==> src/rtl/serial_load_ctrl.sv <==
// -----------------------------------------------------------------------------
// serial_load_ctrl
// Loads a WIDTH-bit word, MSB first, into an internal chain of D flip-flops.
// A three-state FSM (IDLE -> SHIFT -> DONE -> IDLE) drives the serial bit and
// the shift enable, and pulses Done for one cycle when the chain holds the word.
//
// Ports
//   clk_i        system clock, rising edge
//   rst_i        asynchronous active-high reset
//   start_i      load request, sampled only in IDLE
//   clear_i      synchronous clear of the chain, honoured only in IDLE (wins over start)
//   data_in_i    word to load, captured on the edge that accepts start_i
//   d_o          serial bit presented to the chain (0 outside SHIFT)
//   shift_en_o   high during the WIDTH shift cycles
//   busy_o       high in SHIFT and DONE
//   done_o       one-cycle pulse in DONE
//   q_o          parallel content of the chain
// -----------------------------------------------------------------------------
module serial_load_ctrl #(
    parameter int WIDTH = 8
) (
    input  logic             clk_i,
    input  logic             rst_i,
    input  logic             start_i,
    input  logic             clear_i,
    input  logic [WIDTH-1:0] data_in_i,
    output logic             d_o,
    output logic             shift_en_o,
    output logic             busy_o,
    output logic             done_o,
    output logic [WIDTH-1:0] q_o
);

    localparam int CW = (WIDTH > 1) ? $clog2(WIDTH) : 1;

    localparam logic [1:0] ST_IDLE  = 2'd0;
    localparam logic [1:0] ST_SHIFT = 2'd1;
    localparam logic [1:0] ST_DONE  = 2'd2;

    localparam logic [CW-1:0] CNT_LAST = CW'(WIDTH - 1);
    localparam logic [CW-1:0] CNT_ONE  = CW'(1);

    logic [1:0]       state_q, state_d;
    logic [WIDTH-1:0] q_q, q_d;
    logic [WIDTH-1:0] hold_q, hold_d;
    logic [CW-1:0]    cnt_q, cnt_d;

    // Next-state and datapath logic for the load sequencer.
    always_comb begin
        state_d = state_q;
        q_d     = q_q;
        hold_d  = hold_q;
        cnt_d   = cnt_q;
        case (state_q)
            ST_IDLE: begin
                if (clear_i) begin
                    q_d = {WIDTH{1'b0}};
                end else if (start_i) begin
                    hold_d  = data_in_i;
                    cnt_d   = {CW{1'b0}};
                    state_d = ST_SHIFT;
                end else begin
                    q_d = q_q;
                end
            end
            ST_SHIFT: begin
                // The chain takes the current MSB of hold; hold empties with 0 fill.
                q_d    = {q_q[WIDTH-2:0], hold_q[WIDTH-1]};
                hold_d = {hold_q[WIDTH-2:0], 1'b0};
                if (cnt_q == CNT_LAST) begin
                    // Counter wraps to 0 so it never exceeds WIDTH-1.
                    cnt_d   = {CW{1'b0}};
                    state_d = ST_DONE;
                end else begin
                    cnt_d = cnt_q + CNT_ONE;
                end
            end
            ST_DONE: begin
                state_d = ST_IDLE;
            end
            default: begin
                state_d = ST_IDLE;
            end
        endcase
    end

    // State registers with asynchronous reset.
    always_ff @(posedge clk_i or posedge rst_i) begin
        if (rst_i) begin
            state_q <= ST_IDLE;
            q_q     <= {WIDTH{1'b0}};
            hold_q  <= {WIDTH{1'b0}};
            cnt_q   <= {CW{1'b0}};
        end else begin
            state_q <= state_d;
            q_q     <= q_d;
            hold_q  <= hold_d;
            cnt_q   <= cnt_d;
        end
    end

    // Outputs decode directly from registered state, so reset clears them at once.
    assign d_o        = (state_q == ST_SHIFT) ? hold_q[WIDTH-1] : 1'b0;
    assign shift_en_o = (state_q == ST_SHIFT);
    assign busy_o     = (state_q == ST_SHIFT) || (state_q == ST_DONE);
    assign done_o     = (state_q == ST_DONE);
    assign q_o        = q_q;

endmodule
==> config.mk <==
export PLATFORM = sky130hd
export DESIGN_NAME = serial_load_ctrl
export DESIGN_NICKNAME = d
export VERILOG_FILES = /design/src/rtl/serial_load_ctrl.sv
export SDC_FILE = /design/constraint.sdc
export NUM_CORES = 1
export LEC_CHECK = 0
export ABC_AREA = 1
export CORE_MARGIN = 5
export CORE_UTILIZATION = 44
export DETAILED_ROUTE_END_ITERATION = 8
export GPL_TIMING_DRIVEN = 0
export PLACE_DENSITY = 0.81
export SLEW_MARGIN = 20
export SYNTH_ARGS = -nofsm -noshare
export SYNTH_HDL_FRONTEND = slang
export SYNTH_SLANG_ARGS = --single-unit
==> constraint.sdc <==
create_clock -name clk_i -period 1.39 [get_ports clk_i]
set_clock_uncertainty 0.2 [all_clocks]
set_input_delay 0.2085 -clock clk_i [delete_from_list [all_inputs] [get_ports clk_i]]
set_output_delay 0.2085 -clock clk_i [all_outputs]
set_load 0.01 [all_outputs]
==> qor.txt, run 1 <==
status: complete, but fails checks
failing checks: negative setup slack
first-pass GRT wire length: 4.360 mm
fraction of layout instances using a drive strength above 1: 37.37%
max-slew violations: 0
Synth Cell Area: 0.001115 mm2
routability cong.: 0.7450
drt pass-1 iters: 4
WP buf/inv: 4
non-filler cells, final: 220
Post-DP HPWL: 1.741 mm
CTS tree: yes
Mean Syn Cell Area: 8.137 um2
r2r setup slk: -360 ps
Die Y: 60.34 um
Global Route Usage Sum: 15.87%
post-synthesis cell type count: 15
Clock Latency Late Sink: 310 ps
clock sinks: 21
num ports: 24
DR DRC count: 0
Place WS: -602.0 ps
Synthesized Nets: 156
Worst-path clk slew: 130 ps
Vias: 1105
RSZ-0062 raised after global routing: yes
worst-case clock buffer depth: 2
Ant. Diodes: 0
pwr/cell area: 2202 mW/mm2
initial antenna violation count: 0
fin crit period: 1788 ps
Vias/cell: 5.023
num rows: 18
Max Cap Violations: 0
Hold Path Class: in -> async
Clk pwr share: 7.8%
cells on worst reg2reg path: 10
Cells after DPL: 190
Comb pwr share: 68.2%
largest net degree at the start of global routing: 22
Yosys reg bits: 21
Filler cells: 163
Nets: 210
CTS H-tree lvls: 1
Initial Util: 45.41%
drt wl/cell: 14.22 um
# port buffers: 23
crit path launch type: flop
register area share after synthesis: 47.14%
final worst path period share: 128.7%
worst rel slew slack: 47.88%
Finished Core Util: 73.24%
Die W: 60.34 um
Syn-to-layout area delta: 61.28%
Internal Power: 2248 uW
Worst VDD drop: 1604 uV
cells after synthesis: 137
root buf cell: clkbuf_4
total CTS buffers: 3
Worst path max stage delay: 450 ps
endpoint class of the critical path: output port
reg-to-reg startpoint: state_q[0]
Max FO, Critical Path: 2
Die ar.: 0.003640 mm2
power consumption: 3959 uW
Total Wirelength: 3.129 mm
worst setup margin: -398.2 ps
vias in the first global route: 1000
most common cell after layout, fill and taps aside: nand2_1
kind of cell adding the most delay to the critical path: flip-flops
fmax: 559.2 MHz
Seq pwr share: 24.0%
FF-to-FF End: q_o[0]
switching share of power: 43.23%
# setup viols final: 25
critical-path cell list: ha_4, buf_12, buf_8, nand2_4, inv_2, buf_6
Crit Path Category: reg -> out
remaining global-route overflow: 0
critical path arrival: 1380 ps
Core Area: 0.002455 mm2
Ys Warns: 0
commonest cells after routing, fill and taps aside: 52 x nand2_1, 21 x dfrtp_1, 20 x buf_4
Final Hold Vio Count: 0
Psw: 1712 uW
post-route ant nets: 0
Leakage: 0.0009729 uW
slowest CP cell: dfrtp_1
worst hold slack: 119.8 ps
CP required: 980 ps
1st-iter DRT viols: 53
Worst Tran Pin Value: 781.0 ps
layout make-up:
class | instances | area, um2 | share of cell area, %
multi-input combinational | 104 | 644.4 | 35.84
inverter | 9 | 53.80 | 2.992
clock inverter | 1 | 5.005 | 0.2784
sequential | 21 | 525.5 | 29.23
tap | 30 | 37.54 | 2.088
clock buffer | 3 | 22.52 | 1.253
buffer | 4 | 57.56 | 3.201
timing repair buffer | 48 | 451.7 | 25.12
through the flow:
step	cell area, um2	TNS [ps]
floorplan	1162	-1628
global placement	1430	-5538
detailed placement	1430	-6682
CTS	1592	-6533
global route	1798	-9625
finish	1798	-8118
synthesized netlist by cell type:
cell     number  area, um2
nand3_4       1      17.52
nor2_1        2      7.510
buf_6         2      22.52
buf_2         2      10.01
nand2_1      65      244.0
o21ai_1       1      5.000
nand2_2       6      37.54
dfrtp_1      21      525.5
nand2_8       1      20.02
nand4_1       1      6.260
inv_4         1      6.260
ha_1          7      87.58
nand3_1      19      95.09
inv_2         1      3.750
inv_1         7      26.28
flip-flops by register name, summed over array words and instances, names as in the netlist:
| name | count |
|---|---|
| cnt_q | 3 |
| hold_q | 8 |
| q_o | 8 |
| state_q | 2 |
logic make-up after synthesis:
| family | share of synthesized area, % |
|---|---|
| and+or+nand+nor | 38.38 |
| DFF | 47.14 |
| buffers and inverters | 6.173 |
| adders and majority gates | 7.856 |
| AOI/OAI and AO/OA | 0.4485 |
worst max-delay path by stage:
stage | depth (start not counted) | to | slack, ps | startpoint
6_report | 6 | d_o | -400 | state_q[0]
5_1_grt | 6 | d_o | -440 | state_q[0]
4_1_cts | 6 | d_o | -350 | state_q[0]
3_5_place_dp | 7 | d_o | -600 | state_q[1]
3_3_place_gp | 7 | d_o | -580 | state_q[1]
2_1_floorplan | 9 | hold_q[0] | -120 | state_q[1]
power groups by stage:
stage	Sequential [uW]	Clock, uW	Combinational [uW]
final	951	307	2700
after global routing	972	339	2920
after CTS	938	307	1930
after detailed placement	968	0	1670
after global placement	959	0	1610
after floorplan	958	0	1230
routing by layer:
layer | up-vias | GRT usage [%] | wire length (um)
li1 | 540 | - | -
met1 | 538 | 20.11 | 1273
met2 | 20 | 27.62 | 1712
met3 | 7 | 2.766 | 102
met4 | 0 | 4.747 | 41
met5 | - | 0 | 0
repair_timing:
action,CTS,global route
resized for setup,44,31
gates cloned,0,1
hold buffers,0,0
setup endpoints to repair,33,31
buffers inserted,14,11
pin swaps,1,6
Power figures use the tool's default switching activity.
==> run 2, diff against run 1 <==
--- a/config.mk
+++ b/config.mk
@@ -11,6 +11,7 @@
 export DETAILED_ROUTE_END_ITERATION = 8
 export GPL_TIMING_DRIVEN = 0
 export PLACE_DENSITY = 0.81
+export RECOVER_POWER = 50
 export SLEW_MARGIN = 20
 export SYNTH_ARGS = -nofsm -noshare
 export SYNTH_HDL_FRONTEND = slang
==> run 2 against run 1 <==
Effect of this change:
- the flow still finishes with violations (negative setup slack)
- final cell count is the same
- sequential share of layout area is the same
- sequential power is essentially flat
- register-to-register slack is essentially flat
- clock-buffer cell count is the same
- die area is the same
- core utilization is the same
- hold slack gained 140 ps
- via count is the same
- design area is the same
- fmax is the same
- critical endpoint unchanged
==> qor.txt, run 2 (synthesis gave the netlist of run 1 again) <==
# setup viols final: 25
DR DRC count: 0
Die ar.: 0.003640 mm2
final worst path period share: 128.7%
num ports: 24
Final Hold Vio Count: 0
most common cell after layout, fill and taps aside: nand2_1
Global Route Usage Sum: 15.87%
fmax: 559.2 MHz
endpoint class of the critical path: output port
Ant. Diodes: 0
Die W: 60.34 um
fraction of layout instances using a drive strength above 1: 37.37%
1st-iter DRT viols: 53
commonest cells after routing, fill and taps aside: 52 x nand2_1, 21 x dfrtp_1, 20 x buf_4
Worst path max stage delay: 450 ps
Fin Setup TNS: -8118 ps
slowest CP cell: dfrtp_1
Core Area: 0.002455 mm2
status: complete, but fails checks
Vias: 1105
max-slew violations: 0
Worst-path clk slew: 130 ps
Vias/cell: 5.023
Met2 Routed Length: 1.712 mm
cells on worst reg2reg path: 10
remaining global-route overflow: 0
M1 wire length: 1.273 mm
crit path launch type: flop
max layer used: met4
clock sinks: 21
drt pass-1 iters: 4
FF-to-FF End: q_o[0]
CTS tree: yes
Nets: 210
r2r setup slk: -360 ps
hold-fix buffers at CTS: 0
vias in the first global route: 1000
total CTS buffers: 3
Post-DP HPWL: 1.741 mm
failing checks: negative setup slack
CTS H-tree lvls: 1
post-route ant nets: 0
first-pass GRT wire length: 4.360 mm
initial antenna violation count: 0
kind of cell adding the most delay to the critical path: flip-flops
Max Cap Violations: 0
critical-path cell list: ha_4, buf_12, buf_8, nand2_4, inv_2, buf_6
Total Wirelength: 3.129 mm
pwr/cell area: 2202 mW/mm2
Met3 Wirelength: 102 um
worst-case clock buffer depth: 2
Crit Path Category: reg -> out
fin crit period: 1788 ps
Clock Latency Late Sink: 310 ps
# port buffers: 23
critical path arrival: 1380 ps
drt wl/cell: 14.22 um
Hold Path Class: in -> async
Initial Util: 45.41%
reg-to-reg startpoint: state_q[0]
RSZ-0062 raised after global routing: yes
Worst Tran Pin Value: 781.2 ps
worst hold slack: 257.3 ps
Max FO, Critical Path: 2
CP required: 980 ps
Worst VDD drop: 1604 uV
Syn-to-layout area delta: 61.28%
worst rel slew slack: 47.86%
num rows: 18
routability cong.: 0.7450
worst setup margin: -398.2 ps
Leakage: 0.0009732 uW
largest net degree at the start of global routing: 22
root buf cell: clkbuf_4
WP buf/inv: 4
Die Y: 60.34 um
==> run 2: cell count changes in the layout (fill, tap and decap cells not counted), sizes merged <==
cell / change
clkdlybuf4s50: -1
dlygate4sd3: +1
==> run 2: worst max path at each step <==
| stage | startpoint | endpoint | slack, ps | cells after the start |
|---|---|---|---|---|
| 2_1_floorplan | state_q[1] | hold_q[0] | -120 | 9 |
| 3_3_place_gp | state_q[1] | d_o | -580 | 7 |
| 3_5_place_dp | state_q[1] | d_o | -600 | 7 |
| 4_1_cts | state_q[0] | d_o | -350 | 6 |
| 5_1_grt | state_q[0] | d_o | -440 | 6 |
| 6_report | state_q[0] | d_o | -400 | 6 |
==> run 2: where the power goes <==
part / leakage [uW] / internal [uW] / switching [uW]
Clock: 0.0000177 / 108 / 200
Combinational: 0.000678 / 1330 / 1370
Sequential: 0.000277 / 812 / 140
==> run 2: final cells by class <==
type                    count  area (um2)
well taps                  30       37.54
multi-input cells         104       644.4
plain buffers               4       57.56
clock inverters             1       5.005
clock buffers               3       22.52
inverters                   9       53.80
fillers                   163       656.9
flip-flops and latches     21       525.5
repair buffers             48       451.7
==> run 2: metrics by stage <==
| step | worst slack (ps) | total power (uW) | instance area, um2 | utilization (%) | instances |
|---|---|---|---|---|---|
| 2_1_floorplan | -122.9 | 2185 | 1162 | - | 137 |
| 3_3_place_gp | -584.6 | 2570 | 1430 | 58.26 | 190 |
| 4_1_cts | -352.4 | 3174 | 1592 | 64.83 | 208 |
| 5_1_grt | -438.4 | 4232 | 1798 | 73.24 | 220 |
| 3_5_place_dp | -602.0 | 2638 | 1430 | 58.26 | 190 |
| 6_report | -398.2 | 3959 | 1798 | 73.24 | 220 |
==> run 2: worst reg2reg max path: stages (launching register included) <==
cell and delay (ps):
dfrtp_1 450, ha_4 190, buf_12 120, buf_4 130, buf_12 130, clkinv_8 60, nand2_8 60, buf_12 140
nand2_8 80, nand2_2 50, o21ai_1 60
==> run 2: metal layers <==
metal	vias up	GRT usage (%)
met3	7	2.766
met5	-	0
met2	20	27.62
met1	538	20.11
met4	0	4.747
li1	540	-
==> run 2: timing repair <==
| action | in CTS | in global routing |
|---|---|---|
| gates resized for setup | 44 | 31 |
| gates cloned | 0 | 1 |
| setup endpoints to repair | 33 | 31 |
| pin swaps | 1 | 6 |
| setup buffers | 14 | 11 |
==> run 3, diff against run 2 <==
==> constraint.sdc (replaced) <==
create_clock -name clk_i -period 1.53 [get_ports clk_i]
set_clock_uncertainty 0.2 [all_clocks]
set_input_delay 0.2295 -clock clk_i [delete_from_list [all_inputs] [get_ports clk_i]]
set_output_delay 0.2295 -clock clk_i [all_outputs]
set_load 0.01 [all_outputs]
==> run 3 against run 2 <==
Effect of this change:
- the run still ends with negative setup slack left
- core utilization decreased by 4.0 points
- total power decreased by 13%
- critical path type unchanged
- critical endpoint unchanged
- flip-flop and latch count unchanged
- clock power decreased by 9.4%
- wire length decreased by 6.2%
- final cell count decreased by 5.0%
- via count decreased by 6.1%
- hold slack improved by 31 ps
- design area decreased by 5.5%
- first-iteration DRC count decreased by 9.4%
- global-route usage decreased by 0.29 points
- combinational power decreased by 16%
==> qor.txt, run 3 (synthesis gave the netlist of run 1 again) <==
status: complete, but fails checks
failing checks: negative setup slack
drt wl/cell: 14.04 um
Design Area, Final: 0.001699 mm2
Worst-path clk slew: 120 ps
Reg area: 526.8 um2
initial antenna violation count: 0
Global Route Usage Sum: 15.58%
CTS tree: yes
crit path launch type: flop
Worst Tran Pin Value: 821.1 ps
Nets: 199
final worst path period share: 116.3%
Total Wirelength: 2.935 mm
multi-input logic area: 624.3 um2
WP buf/inv: 4
Post-DP HPWL: 1.745 mm
# setup viols final: 23
Die ar.: 0.003640 mm2
1st-iter DRT viols: 48
Vias: 1038
worst-case clock buffer depth: 2
slowest CP cell: dfrtp_2
post-route ant nets: 0
RSZ-0062 raised after global routing: yes
kind of cell adding the most delay to the critical path: flip-flops
Comb pwr share: 66.0%
Psw: 1499 uW
most frequent CP cell: buf_6
max layer used: met4
Syn-to-layout area delta: 52.41%
critical path arrival: 1350 ps
largest net degree at the start of global routing: 22
Clk pwr share: 8.0%
root buf cell: clkbuf_4
Worst VDD drop: 1824 uV
pwr/cell area: 2036 mW/mm2
worst rel slew slack: 45.20%
Max FO, Critical Path: 3
Die W: 60.34 um
Met3 Wirelength: 77 um
Seq pwr share: 25.9%
M1 wire length: 1.288 mm
Final Hold Vio Count: 0
fin crit period: 1780 ps
remaining global-route overflow: 0
power consumption: 3459 uW
commonest cells after routing, fill and taps aside: 52 x nand2_1, 20 x dfrtp_1, 19 x nand3_1
CP required: 1100 ps
num ports: 24
# port buffers: 23
Crit Path Category: reg -> out
routability cong.: 0.7174
critical-path cell list: ha_4, buf_8, buf_6, nand2_4, inv_2, buf_6
vias in the first global route: 973
Die Y: 60.34 um
Placed Area: 0.001400 mm2
Max Cap Violations: 0
clock sinks: 21
Internal Power: 1960 uW
endpoint class of the critical path: output port
Filler cells: 181
switching share of power: 43.35%
fraction of layout instances using a drive strength above 1: 31.28%
total CTS buffers: 3
Hold Path Class: reg -> reg
Vias/cell: 4.967
Met2 Routed Length: 1.541 mm
worst setup margin: -250.1 ps
Worst path max stage delay: 460 ps
Core Area: 0.002455 mm2
fmax: 561.8 MHz
num rows: 18
max-slew violations: 0
DR DRC count: 0
first-pass GRT wire length: 4.264 mm
most common cell after layout, fill and taps aside: nand2_1
drt pass-1 iters: 4
Ant. Diodes: 0
CTS H-tree lvls: 1
Clock Latency Late Sink: 310 ps
Leakage: 0.0009367 uW
Initial Util: 45.41%
## run 3: cell count changes in the layout (fill, tap and decap cells not counted), moves of 3 or more
cell             change
buf_12               -3
clkbuf_2             -4
buf_4                -9
clkdlybuf4s15_1      -4
dlygate4sd2_1        +9
## run 3: metrics by stage
step | util [%] | setup slack (ps) | hold WS (ps) | TNS (ps) | instances
global placement | 57.03 | -495.9 | 257.6 | -2045 | 190
finish | 69.22 | -250.1 | 288.5 | -2628 | 209
detailed placement | 57.03 | -514.7 | 264.9 | -2582 | 190
global route | 69.22 | -310.7 | 330.5 | -4250 | 209
floorplan | - | 12.65 | 6.028 | 0 | 137
CTS | 61.01 | -258.8 | 189.5 | -3496 | 200
## run 3: final cells by class
| cell class | instances | area share (%) |
|---|---|---|
| multi-input combinational | 103 | 36.75 |
| buffer | 4 | 3.093 |
| tap | 30 | 2.209 |
| sequential | 21 | 31.00 |
| clock buffer | 3 | 1.325 |
| inverter | 9 | 3.166 |
| timing repair buffer | 38 | 22.16 |
| clock inverter | 1 | 0.2946 |
## run 3: repair_timing
| action | CTS | global route |
|---|---|---|
| setup buffers | 6 | 9 |
| hold endpoints to repair | 0 | 0 |
| gates resized for setup | 28 | 37 |
| hold buffers | 0 | 0 |
| cloned | 0 | 1 |
| pin swaps | 1 | 9 |
| setup endpoints to repair | 32 | 25 |
## run 3: path summary, 6_finish.rpt
kind | from | endpoint | slack, ps | cells after the start
max | state_q[0] | d_o | -250 | 6
min | q_o[7] | q_o[7] | 290 | 2
max reg2reg | state_q[0] | cnt_q[1] | -150 | 9
min reg2reg | q_o[7] | q_o[7] | 290 | 2
max in group asynchronous | rst_i | state_q[0] | 260 | 2
min in group asynchronous | rst_i | hold_q[7] | 300 | 2
## run 3: per-layer routing
metal / track usage (%) / vias to the layer above
met1: 20.73 / 501
met5: 0 / -
li1: - / 513
met3: 2.553 / 4
met4: 4.747 / 0
met2: 26.08 / 20
## run 3: worst register-to-register path, cell delays in order (launching register included)
cell and delay (ps):
dfrtp_2 460, buf_4 160, inv_6 60, ha_4 190, inv_4 60, nand2_8 90, nand3_4 90, clkbuf_16 180
nand2_2 50, nand2_1 40
## run 3: power by group through the flow
| stage | sequential (uW) | combinational [uW] | clock, uW |
|---|---|---|---|
| floorplan | 863 | 1020 | 0 |
| global placement | 866 | 1370 | 0 |
| detailed placement | 879 | 1420 | 0 |
| CTS | 862 | 1630 | 276 |
| global route | 918 | 2490 | 303 |
| finish | 897 | 2280 | 278 |
